<file path="config.mk">
export PLATFORM = sky130hd
export DESIGN_NAME = mem_port_arbiter_flat
export DESIGN_NICKNAME = d
export VERILOG_FILES = /design/src/rtl/mem_port_arbiter_if.sv /design/src/rtl/mem_port_arbiter.sv /design/src/flat_wrapper.sv
export SDC_FILE = /design/constraint.sdc
export NUM_CORES = 1
export LEC_CHECK = 0
export ABC_AREA = 1
export CAP_MARGIN = 20
export CORE_MARGIN = 2
export CORE_UTILIZATION = 42
export DETAILED_ROUTE_END_ITERATION = 8
export PLACE_DENSITY = 0.93
export SYNTH_ARGS = -nofsm -noshare
export SYNTH_HDL_FRONTEND = slang
export SYNTH_SLANG_ARGS = --single-unit
</file>
<file path="constraint.sdc">
create_clock -name clk -period 2 [get_ports clk]
set_clock_uncertainty 0.1 [all_clocks]
set_input_delay 0.3 -clock clk [delete_from_list [all_inputs] [get_ports clk]]
set_output_delay 0.3 -clock clk [all_outputs]
set_load 0.03 [all_outputs]
</file>
<file path="src/rtl/mem_port_arbiter_if.sv">
// mem_port_arbiter_if
//   Bundles the two requester handshakes and the shared memory bus of the
//   two-port memory arbiter.
//   master : requester/system side; drives req/we/addr/wdata and mem_rdata.
//   slave  : arbiter side; drives ack/rdata/gnt and mem_addr/mem_wdata/mem_write.
interface mem_port_arbiter_if #(
    parameter int BITS_DATA = 32,
    parameter int BITS_ADDR = 16
);
    logic                 req0, req1;
    logic                 we0, we1;
    logic [BITS_ADDR-1:0] addr0, addr1;
    logic [BITS_DATA-1:0] wdata0, wdata1;
    logic                 ack0, ack1;
    logic [BITS_DATA-1:0] rdata0, rdata1;
    logic                 gnt0, gnt1;
    logic [BITS_ADDR-1:0] mem_addr;
    logic [BITS_DATA-1:0] mem_wdata;
    logic                 mem_write;
    logic [BITS_DATA-1:0] mem_rdata;

    modport master (
        output req0, req1, we0, we1, addr0, addr1, wdata0, wdata1, mem_rdata,
        input  ack0, ack1, rdata0, rdata1, gnt0, gnt1, mem_addr, mem_wdata, mem_write
    );

    modport slave (
        input  req0, req1, we0, we1, addr0, addr1, wdata0, wdata1, mem_rdata,
        output ack0, ack1, rdata0, rdata1, gnt0, gnt1, mem_addr, mem_wdata, mem_write
    );
endinterface

</file>
<file path="src/rtl/mem_port_arbiter.sv">
// mem_port_arbiter
//   Shares one single-port memory between requester 0 (CPU) and requester 1
//   (loader/DMA). Each access runs IDLE -> ACCESS (MEM_LAT+1 cycles) -> DONE,
//   with a one-cycle ack in DONE. Conflicts are resolved round-robin.
// Ports:
//   clk   : rising-edge clock
//   reset : synchronous, active-high
//   bus   : mem_port_arbiter_if.slave (requester handshakes + memory bus)
// All outputs are registered.
module mem_port_arbiter #(
    parameter int BITS_DATA = 32,
    parameter int BITS_ADDR = 16,
    parameter int MEM_LAT   = 1
) (
    input logic               clk,
    input logic               reset,
    mem_port_arbiter_if.slave bus
);
    localparam int CW = (MEM_LAT < 1) ? 1 : $clog2(MEM_LAT + 1);
    localparam logic [CW-1:0] LAST = CW'(MEM_LAT);

    typedef enum logic [1:0] {IDLE, ACCESS, DONE} state_t;

    state_t               state;
    logic [CW-1:0]        cnt;
    logic                 prio;      // 1 = requester 1 wins the next conflict
    logic                 ack0, ack1, gnt0, gnt1, mem_write;
    logic [BITS_ADDR-1:0] mem_addr;
    logic [BITS_DATA-1:0] mem_wdata, rdata0, rdata1;
    logic                 win1;

    // Requester 1 wins when it is alone, or on a conflict when it holds priority.
    assign win1 = bus.req1 & (~bus.req0 | prio);

    always_ff @(posedge clk) begin
        if (reset) begin
            state     <= IDLE;
            cnt       <= '0;
            prio      <= 1'b0;
            ack0      <= 1'b0;
            ack1      <= 1'b0;
            gnt0      <= 1'b0;
            gnt1      <= 1'b0;
            mem_write <= 1'b0;
            mem_addr  <= '0;
            mem_wdata <= '0;
            rdata0    <= '0;
            rdata1    <= '0;
        end else begin
            case (state)
                IDLE: begin
                    if (bus.req0 | bus.req1) begin
                        mem_addr  <= win1 ? bus.addr1  : bus.addr0;
                        mem_wdata <= win1 ? bus.wdata1 : bus.wdata0;
                        mem_write <= win1 ? bus.we1    : bus.we0;
                        gnt0      <= ~win1;
                        gnt1      <= win1;
                        // Next conflict goes to whoever did not get this grant.
                        prio      <= ~win1;
                        cnt       <= '0;
                        state     <= ACCESS;
                    end
                end
                ACCESS: begin
                    // Write strobe only lives in the first ACCESS cycle.
                    mem_write <= 1'b0;
                    if (cnt == LAST) begin
                        if (gnt1) begin
                            rdata1 <= bus.mem_rdata;
                            ack1   <= 1'b1;
                        end else begin
                            rdata0 <= bus.mem_rdata;
                            ack0   <= 1'b1;
                        end
                        state <= DONE;
                    end else begin
                        cnt <= cnt + CW'(1);
                    end
                end
                DONE: begin
                    ack0  <= 1'b0;
                    ack1  <= 1'b0;
                    gnt0  <= 1'b0;
                    gnt1  <= 1'b0;
                    state <= IDLE;
                end
                default: state <= IDLE;
            endcase
        end
    end

    assign bus.ack0      = ack0;
    assign bus.ack1      = ack1;
    assign bus.gnt0      = gnt0;
    assign bus.gnt1      = gnt1;
    assign bus.rdata0    = rdata0;
    assign bus.rdata1    = rdata1;
    assign bus.mem_addr  = mem_addr;
    assign bus.mem_wdata = mem_wdata;
    assign bus.mem_write = mem_write;
endmodule

</file>
<file path="src/flat_wrapper.sv">
// flat-port wrapper written by rule: the top's interface ports become plain ports
module mem_port_arbiter_flat 
#(
    parameter int BITS_DATA = 32,
    parameter int BITS_ADDR = 16,
    parameter int MEM_LAT   = 1
)
  (clk, reset, bus_req0, bus_req1, bus_we0, bus_we1, bus_addr0, bus_addr1, bus_wdata0, bus_wdata1, bus_mem_rdata, bus_ack0, bus_ack1, bus_rdata0, bus_rdata1, bus_gnt0, bus_gnt1, bus_mem_addr, bus_mem_wdata, bus_mem_write);
  mem_port_arbiter_if #(.BITS_DATA(BITS_DATA), .BITS_ADDR(BITS_ADDR)) bus_i ();
  input logic clk;
  input logic reset;
  input wire logic [$bits(bus_i.req0)-1:0] bus_req0;
  input wire logic [$bits(bus_i.req1)-1:0] bus_req1;
  input wire logic [$bits(bus_i.we0)-1:0] bus_we0;
  input wire logic [$bits(bus_i.we1)-1:0] bus_we1;
  input wire logic [$bits(bus_i.addr0)-1:0] bus_addr0;
  input wire logic [$bits(bus_i.addr1)-1:0] bus_addr1;
  input wire logic [$bits(bus_i.wdata0)-1:0] bus_wdata0;
  input wire logic [$bits(bus_i.wdata1)-1:0] bus_wdata1;
  input wire logic [$bits(bus_i.mem_rdata)-1:0] bus_mem_rdata;
  output wire logic [$bits(bus_i.ack0)-1:0] bus_ack0;
  output wire logic [$bits(bus_i.ack1)-1:0] bus_ack1;
  output wire logic [$bits(bus_i.rdata0)-1:0] bus_rdata0;
  output wire logic [$bits(bus_i.rdata1)-1:0] bus_rdata1;
  output wire logic [$bits(bus_i.gnt0)-1:0] bus_gnt0;
  output wire logic [$bits(bus_i.gnt1)-1:0] bus_gnt1;
  output wire logic [$bits(bus_i.mem_addr)-1:0] bus_mem_addr;
  output wire logic [$bits(bus_i.mem_wdata)-1:0] bus_mem_wdata;
  output wire logic [$bits(bus_i.mem_write)-1:0] bus_mem_write;
  assign bus_i.req0 = bus_req0;
  assign bus_i.req1 = bus_req1;
  assign bus_i.we0 = bus_we0;
  assign bus_i.we1 = bus_we1;
  assign bus_i.addr0 = bus_addr0;
  assign bus_i.addr1 = bus_addr1;
  assign bus_i.wdata0 = bus_wdata0;
  assign bus_i.wdata1 = bus_wdata1;
  assign bus_i.mem_rdata = bus_mem_rdata;
  assign bus_ack0 = bus_i.ack0;
  assign bus_ack1 = bus_i.ack1;
  assign bus_rdata0 = bus_i.rdata0;
  assign bus_rdata1 = bus_i.rdata1;
  assign bus_gnt0 = bus_i.gnt0;
  assign bus_gnt1 = bus_i.gnt1;
  assign bus_mem_addr = bus_i.mem_addr;
  assign bus_mem_wdata = bus_i.mem_wdata;
  assign bus_mem_write = bus_i.mem_write;
  mem_port_arbiter #(.BITS_DATA(BITS_DATA), .BITS_ADDR(BITS_ADDR), .MEM_LAT(MEM_LAT)) u_core (.clk(clk), .reset(reset), .bus(bus_i));
endmodule
</file>
==> impl_metrics.tcl <==
set metrics [dict create \
    layout_common_cells "clkdlybuf4s50_1, inv_1, dfxtp_1" \
    yosys_warnings 0 \
    start_kind "flip-flop" \
    fin_setup_tns_ns 0 \
    ctsRootBufferMaster "clkbuf_16" \
    maxCapViolations 0 \
    hp-class "input port to flip-flop" \
    critPathMaxStageDelay_ns 0.69 \
    holdWs_ns 0.237 \
    die_area_um2 13800 \
    max_slew_margin 0.608 \
    cts_buffers 17 \
    design_area_um2 8590 \
    reg2reg_from "u_core.state[1]" \
    fin_crit_sh 0.937 \
    dp.cells 1143 \
    status "finished clean" \
    io_buffers 250 \
    clk_pin_slew_ns 0.05 \
    synth_compound_area_frac 0.175 \
    period_minus_slack_ns 1.87 \
    grt_pass1_wl_mm 27.2 \
    vias_per_cell 4.90 \
    numClockSinks 121 \
    grt_pass1_vias 5601 \
    final_common_cell "clkdlybuf4s50_1" \
    max_freq_ghz 0.534 \
    cts_resized 0 \
    power.density_nw_per_um2 1160 \
    core_area_um2 12600 \
    synth_xor_area_frac 0 \
    path_max_fanout 2 \
    synthSimpleGateAreaFrac 0.191 \
    synth-seq-cells 121 \
    vias 5748 \
    grt_antenna_before_repair 0 \
    syn_area_um2 5400 \
    post_drt_wl_per_cell_um 14.3 \
    worstPathArrival_ns 1.47 \
    syn-num-nets 897 \
    dr.pass1.iters 5 \
    final_cell_count_no_fill 1174 \
    n_antenna_cell 0 \
    grt_max_degree 65 \
    grt.overflow.total 0 \
    tightest_slew_ns 0.588 \
    synth_cell_types 19 \
    cts_setup_buffers 0 \
    grt_util_all_layers 0.244 \
    cp_num_buf_inv 1 \
    drtIter0Drc 387 \
    dp_hpwl_mm 11.5 \
    cts_hold_buf 0 \
    synthMuxAreaShare 0 \
    gp_congestion 0.867 \
    area_growth_pct 59.1 \
    remaining_drc_errors 0 \
    rows 41 \
    setup_violations 0 \
    start_util 0.429 \
    cp-end-kind "output pin" \
    cp-startpoint "u_core.bus.mem_addr[15]" \
    maxSlewViolCount 0 \
    drive_above_1_share 0.0599 \
    synth_top_family_by_area "simple AND/OR/NAND/NOR gates" \
    clock_latency_ns 0.41 \
    drt-total-wl_mm 16.8 \
    hold_viol_final 0 \
    synthAdderAreaFrac 0.0116 \
    yosysSeqAreaShare 0.449 \
    cts_buffer_depth 2 \
    cp_cell_sequence "clkdlybuf4s50_1" \
    die_y_um 117 \
    crit_family "buffers and inverters" \
    htree_levels 4 \
    peakVddDrop_mv 0.790 \
    crit_path_top_delay_cell "clkdlybuf4s50_1" \
    reg2reg_slack_ns 0.39 \
    place_area_um2 8020 \
    rsz0062_at_grt "no" \
    final_antenna_net_count 0 \
    die_width_um 117 \
    p_leak_nw 3.57 \
    cts_tree "done" \
    required_ns 1.60 \
    ios 251 \
    nNetsFinal 1129 \
    worst-setup-path-type "flip-flop to output pin" \
    syn_inst 758 \
    synth_area_per_cell_um2 7.12 \
    hold_start "bus_req1" \
]
## sequential cells by signal, indices dropped and copies added, names as in the netlist
| register | count |
|---|---|
| u_core.bus.gnt0 | 1 |
| u_core.bus.mem_addr | 16 |
| u_core.cnt | 1 |
| u_core.bus.ack0 | 1 |
| u_core.bus.rdata1 | 32 |
| u_core.bus.ack1 | 1 |
| u_core.bus.mem_wdata | 32 |
| u_core.bus.rdata0 | 32 |
| u_core.state | 2 |
| u_core.bus.gnt1 | 1 |
| u_core.prio | 1 |
| u_core.bus.mem_write | 1 |
## worst reg2reg max path: cells and delay by family, from the launching register on
kind	cells	cell delay, ns
adder cells (fa/ha/maj)	1	0.28
flip-flops	1	0.33
AND/OR/NAND/NOR	1	0.14
AO/OA/AOI/OAI	2	0.25
buffers and inverters	3	0.45
## cell families (layout without fill, tap and decap cells)
group / Yosys count / in the layout
AOI/OAI and AO/OA: 187 / 187
buffers and inverters: 221 / 465
and+or+nand+nor: 224 / 224
adders and majority gates: 5 / 5
DFF: 121 / 121
## synth_stat cells, drive strengths merged
library cell | instances | share of area
buf | 25 | 0.037
clkbuf | 26 | 0.018
nand3 | 105 | 0.11
a21oi | 120 | 0.11
nand4 | 3 | 0.0035
ha | 5 | 0.012
nor2 | 5 | 0.0035
dfxtp | 121 | 0.45
inv | 170 | 0.12
o21ai | 67 | 0.064
nand2 | 110 | 0.076
or2 | 1 | 0.0012
## path summary, 6_finish.rpt
path                                                end  depth (start not counted)
worst max-delay path                   bus_mem_addr[15]                          1
worst max register to register  u_core.bus.mem_wdata[9]                          7
worst min register to register    u_core.bus.rdata1[11]                          2
worst min-delay path                    u_core.bus.gnt1                          3
## per-stage QoR
| step | power [W] | setup WS (ns) | utilization |
|---|---|---|---|
| floorplan | 0.00561 | 0.555 | - |
| global placement | 0.00695 | 0.192 | 0.638 |
| detailed placement | 0.00705 | 0.174 | 0.638 |
| CTS | 0.0100 | 0.0257 | 0.683 |
| global route | 0.0105 | 0.0860 | 0.683 |
| finish | 0.00997 | 0.126 | 0.683 |
## metal layers
layer	wire length (µm)	global-route usage
met1	6470	0.274
met2	8460	0.415
met3	1010	0.0598
met4	850	0.153
met5	0	0
## layout make-up
cell class                 instances  area (µm²)
fill                             971        3980
timing repair buffer             264        2700
sequential                       121        2420
multi-input combinational        416        2040
inverter                         170         638
clock buffer                      19         443
tap                              172         215
clock inverter                    12         126
## where the power goes
group          total (W)  internal, W  switching (W)
Clock            0.00295      0.00185        0.00110
Combinational    0.00388      0.00159        0.00230
Sequential       0.00314      0.00288       0.000260
Total            0.00997      0.00631        0.00365
Note: power is estimated with default switching activity, not from simulation.
==> patch 1, RTL diff (same flow settings) <==
Reset style: asynchronous (`reset`), changed in one clocked block.
--- a/src/rtl/mem_port_arbiter.sv
+++ b/src/rtl/mem_port_arbiter.sv
@@ -32,7 +32,7 @@
     // Requester 1 wins when it is alone, or on a conflict when it holds priority.
     assign win1 = bus.req1 & (~bus.req0 | prio);
 
-    always_ff @(posedge clk) begin
+    always_ff @(posedge clk or posedge reset) begin
         if (reset) begin
             state     <= IDLE;
             cnt       <= '0;
Check against the original RTL: differs if reset is asserted again (counterexample within 4 cycles, from zero or initial values and one cycle with reset high); with reset held inactive, the same outputs for 4 cycles.
==> patch 1 against the unedited design <==
Cell area decreased by 1.3%; sequential cell count unchanged; highest routed layer unchanged; largest cell class is now sequential cells; register-to-register slack worse by 0.16 ns; sequential share of layout area grew 7.5 points; area after synthesis down 4.0%; synthesized cell count down 25%; cell count fell by 17%; die area fell by 3.9%; routed wire length fell by 5.0%; worst setup slack worse by 0.065 ns; global-route usage about the same.
Power is not compared: it rests on default switching activity, and its combinational part moved more than twofold at a synthesized area within 25%.
==> patch 1: results (changes against the unedited design) <==
[metrics] syn_nets: 710 (-21%)
[metrics] worst slew slack as a fraction of its limit: 62.3% (+1.5 points)
[metrics] via count: 5201 (-9.5%)
[metrics] largest net degree at the start of global routing: 65 (unchanged)
[metrics] source of the critical timing path: u_core.bus.gnt1$_DFFE_PP0P_
[metrics] end point of the most critical hold path: u_core.bus.gnt1$_DFFE_PP0P_
[metrics] leading register cell type out of synthesis: sky130_fd_sc_hd__dfrtp_1
[metrics] register-to-register setup slack: 0.23 ns (-0.16 ns)
[metrics] worst slack after detailed placement: 0.194 ns (+0.0196 ns)
[metrics] largest cells by area after synthesis: sky130_fd_sc_hd__dfrtp_1 58%, sky130_fd_sc_hd__nand3_1 9.8%, sky130_fd_sc_hd__nand2_1 9.4%
[metrics] final wirelength: 16.0 mm (-5.0%)
[metrics] R2R cell count: 5 (-2)
[metrics] global-route wire length before repair: 25.4 mm (-6.5%)
[metrics] critical path data arrival time: 1.54 ns (+0.07 ns)
[metrics] cell count after synthesis: 571 (-25%)
[metrics] async set or reset register ratio after synthesis: 100% (+100 points)
[metrics] CP peak stage delay: 0.72 ns (+0.03 ns)
[metrics] clock tree root buffer cell: sky130_fd_sc_hd__clkbuf_16
[metrics] global router's overall resource usage: 24.4% (+0.027 points)
[metrics] Distinct cells, synth: 20 (+1)
[metrics] Clk pin slew, worst setup/hold paths: about 0.06 ns
[metrics] iteration-0 DRC count of the detailed router: 510 (+32%)
[metrics] peak fanout along the critical path: 5 (+3)
[metrics] NumNets Final: 952 (-16%)
[metrics] outcome: finished, final reports clean
[metrics] Final Hold Slack: 0.162 ns (-0.0754 ns)
[metrics] HPWL after detailed placement: 11.1 mm (-3.4%)
[metrics] share of synthesized area occupied by flip-flops and latches: 58.5% (+14 points)
[metrics] maximum clock frequency: 516 MHz (-3.3%)
[metrics] Post-CTS Setup Repair Bufs: 0 (unchanged)
[metrics] vias in the first global route: 5101 (-8.9%)
[metrics] end of the critical path: bus_gnt1
[metrics] GPL Wtd Cong: 0.816 (-5.9%)
[metrics] endpoint of the worst register-to-register path: u_core.bus.rdata0[16]$_DFFE_PP0P_
[metrics] beginning of the worst register-to-register path: u_core.state[1]$_DFFE_PP0P_
[metrics] fraction of layout cells with a size suffix above 1: 7.26% (+1.3 points)
[metrics] Post-synth top cells: 130 x sky130_fd_sc_hd__nand2_1, 121 x sky130_fd_sc_hd__dfrtp_1, 101 x sky130_fd_sc_hd__nand3_1, 68 x sky130_fd_sc_hd__o21ai_0, 49 x sky130_fd_sc_hd__nand4_1
## patch 1: power breakdown
part	total [mW]	internal, mW	switching, mW	leakage (nW)
combinational	8.11	3.22	4.89	2.08
clock	3.17	1.99	1.19	0.300
sequential	4.41	3.70	0.712	1.47
## patch 1: per-stage QoR
stage          std cells  instance area [um^2]
5_1_grt              973                  8480
4_1_cts              973                  8480
2_1_floorplan        571                  5180
3_5_place_dp         941                  7870
3_3_place_gp         941                  7870
6_report             973                  8480
## patch 1: final cells by class
cell class,instances,area (um^2)
fill,836,3530
sequential,121,3030
timing repair buffer,267,2690
multi-input combinational,364,1800
clock buffer,17,425
clock inverter,15,186
tap,147,184
inverter,42,161
## patch 1: kinds of logic (layout without fill, tap and decap cells)
logic type | after synthesis | after routing | synth area share (%)
AOI/OAI and AO/OA | 73 | 73 | 7.27
adders and majority gates | 5 | 5 | 1.21
DFF | 121 | 121 | 58.5
buffers and inverters | 86 | 341 | 7.00
and+or+nand+nor | 286 | 286 | 26.1
## patch 1: layer usage
layer | track usage [%] | vias to the layer above | part of all wire [%]
met5 | 0 | - | 0
met2 | 41.0 | 271 | 49
li1 | - | 2421 | -
met4 | 8.67 | 0 | 2.0
met1 | 29.4 | 2480 | 39
met3 | 8.38 | 29 | 9.5
==> patch 2, RTL diff (config.mk and constraints unchanged) <==
Made on the original files. `MEM_LAT` is set to 1 in 2 places; all go to 2. Comments in the files are not updated.
--- a/src/rtl/mem_port_arbiter.sv
+++ b/src/rtl/mem_port_arbiter.sv
@@ -10,7 +10,7 @@
 module mem_port_arbiter #(
     parameter int BITS_DATA = 32,
     parameter int BITS_ADDR = 16,
-    parameter int MEM_LAT   = 1
+    parameter int MEM_LAT   = 2
 ) (
     input logic               clk,
     input logic               reset,
--- a/src/flat_wrapper.sv
+++ b/src/flat_wrapper.sv
@@ -3,7 +3,7 @@
 #(
     parameter int BITS_DATA = 32,
     parameter int BITS_ADDR = 16,
-    parameter int MEM_LAT   = 1
+    parameter int MEM_LAT   = 2
 )
   (clk, reset, bus_req0, bus_req1, bus_we0, bus_we1, bus_addr0, bus_addr1, bus_wdata0, bus_wdata1, bus_mem_rdata, bus_ack0, bus_ack1, bus_rdata0, bus_rdata1, bus_gnt0, bus_gnt1, bus_mem_addr, bus_mem_wdata, bus_mem_write);
   mem_port_arbiter_if #(.BITS_DATA(BITS_DATA), .BITS_ADDR(BITS_ADDR)) bus_i ();
Behaviour: not the same (Yosys sat finds a counterexample within 4 cycles, from zero or initial values and one cycle with reset high).
==> patch 2 against the unedited design <==
Register-to-register slack lost 0.19 ns; cell area is essentially flat; area after synthesis shrank 1.6%; worst setup slack lost 0.010 ns; power shrank 19%; sequential power shrank 13%; routed wire length grew 6.9%; sequential cell count grew 1; critical endpoint is now bus_rdata0[30].
==> patch 2: results (changes against the unedited design) <==
[metrics] outcome: finished, final reports clean
[metrics] count of fill cells added during filler insertion: 966 (-0.51%)
[metrics] GPL Wtd Cong: 0.837 (-3.4%)
[metrics] vias in the first global route: 5622 (+0.37%)
[metrics] fraction of layout cells with a size suffix above 1: 6.14% (+0.15 points)
[metrics] total power density per cell area: 934 nW/um^2 (-20%)
[metrics] worst slack after detailed placement: 0.0908 ns (-0.0832 ns)
[metrics] transition time of the tightest slew-check pin: 0.441 ns (-0.147 ns)
[metrics] leakage power summed over all cells: 3.50 nW (-1.9%)
[metrics] number of cells after detailed placement: 1117 (-2.3%)
[metrics] final wirelength: 18.0 mm (+6.9%)
[metrics] startpoint of the most critical hold path: reset
[metrics] metal3 WL: 1.28 mm (+27%)
[metrics] Post-synth top cells: 149 x sky130_fd_sc_hd__nand2_1, 122 x sky130_fd_sc_hd__dfxtp_1, 88 x sky130_fd_sc_hd__a21oi_1, 83 x sky130_fd_sc_hd__nand3_1, 73 x sky130_fd_sc_hd__nor2_1
[metrics] iteration-0 DRC count of the detailed router: 510 (+32%)
[metrics] via count: 5855 (+1.9%)
[metrics] Met2 Routed Length: 8.85 mm (+4.6%)
[metrics] Synth Area in Compound Gates: 11.9% (-5.6 points)
[metrics] largest net degree at the start of global routing: 87 (+34%)
[metrics] share of synthesized area occupied by flip-flops and latches: 46.0% (+1.1 points)
[metrics] source of the critical timing path: u_core.bus.rdata0[30]$_SDFFE_PP0P_
[metrics] Distinct cells, synth: 22 (+3)
[metrics] met3 Resource Use GR: 7.63% (+1.6 points)
[metrics] share of synthesized cell area in full adder, half adder and majority cells: 1.18% (+0.018 points)
[metrics] global routing met2 resource utilization: 43.2% (+1.7 points)
[metrics] area post-placement: 7970 um^2 (-0.55%)
[metrics] global router's overall resource usage: 26.2% (+1.8 points)
[metrics] largest cells by area after synthesis: sky130_fd_sc_hd__dfxtp_1 46%, sky130_fd_sc_hd__nand2_1 11%, sky130_fd_sc_hd__a21oi_1 8.3%
[metrics] syn_nets: 870 (-3.0%)
[metrics] routed vias/inst: 5.10 (+4.1%)
[metrics] CTS Buffer Depth: 2 (unchanged)
[metrics] beginning of the worst register-to-register path: u_core.state[0]$_SDFFE_PP0P_
[metrics] global-route wire length before repair: 27.9 mm (+2.5%)
[metrics] average cell area after synthesis: 7.27 um^2 (+2.1%)
==> patch 2: cells by family after synthesis <==
kind of cell / Yosys count
adders and majority gates: 5
AOI/OAI and AO/OA: 125
and+or+nand+nor: 360
buffers and inverters: 119
DFF: 122
==> patch 2: final timing paths <==
| kind | endpoint | slack (ns) | cells after the start |
|---|---|---|---|
| worst min register to register | u_core.bus.ack0$_SDFFE_PP0P_ | 0.34 | 2 |
| worst max-delay path | bus_rdata0[30] | 0.12 | 1 |
| worst max register to register | u_core.bus.mem_wdata[7]$_SDFFE_PP0P_ | 0.20 | 7 |
| worst min-delay path | u_core.state[1]$_SDFFE_PP0P_ | 0.15 | 4 |
==> patch 2: report_power, final <==
| part | leakage [nW] | total [mW] | switching (mW) | internal (mW) |
|---|---|---|---|---|
| combinational | 2.21 | 2.08 | 1.18 | 0.899 |
| clock | 0.298 | 3.20 | 1.16 | 2.04 |
| sequential | 0.994 | 2.74 | 0.106 | 2.64 |
==> patch 2: worst register-to-register path: stages, from the launching register on <==
cell	delay (ns)
sky130_fd_sc_hd__dfxtp_1	0.34
sky130_fd_sc_hd__inv_1	0.10
sky130_fd_sc_hd__ha_1	0.40
sky130_fd_sc_hd__inv_2	0.12
sky130_fd_sc_hd__nor2_4	0.18
sky130_fd_sc_hd__buf_12	0.22
sky130_fd_sc_hd__nand3_1	0.13
sky130_fd_sc_hd__a21oi_1	0.14
==> patch 2: area by class of cell <==
type,instances,area share (%)
clock buffers,20,5.32
flip-flops and latches,122,28.4
inverters,63,2.75
multi-input cells,490,27.5
repair buffers,270,31.6
clock inverters,12,1.89
well taps,172,2.51
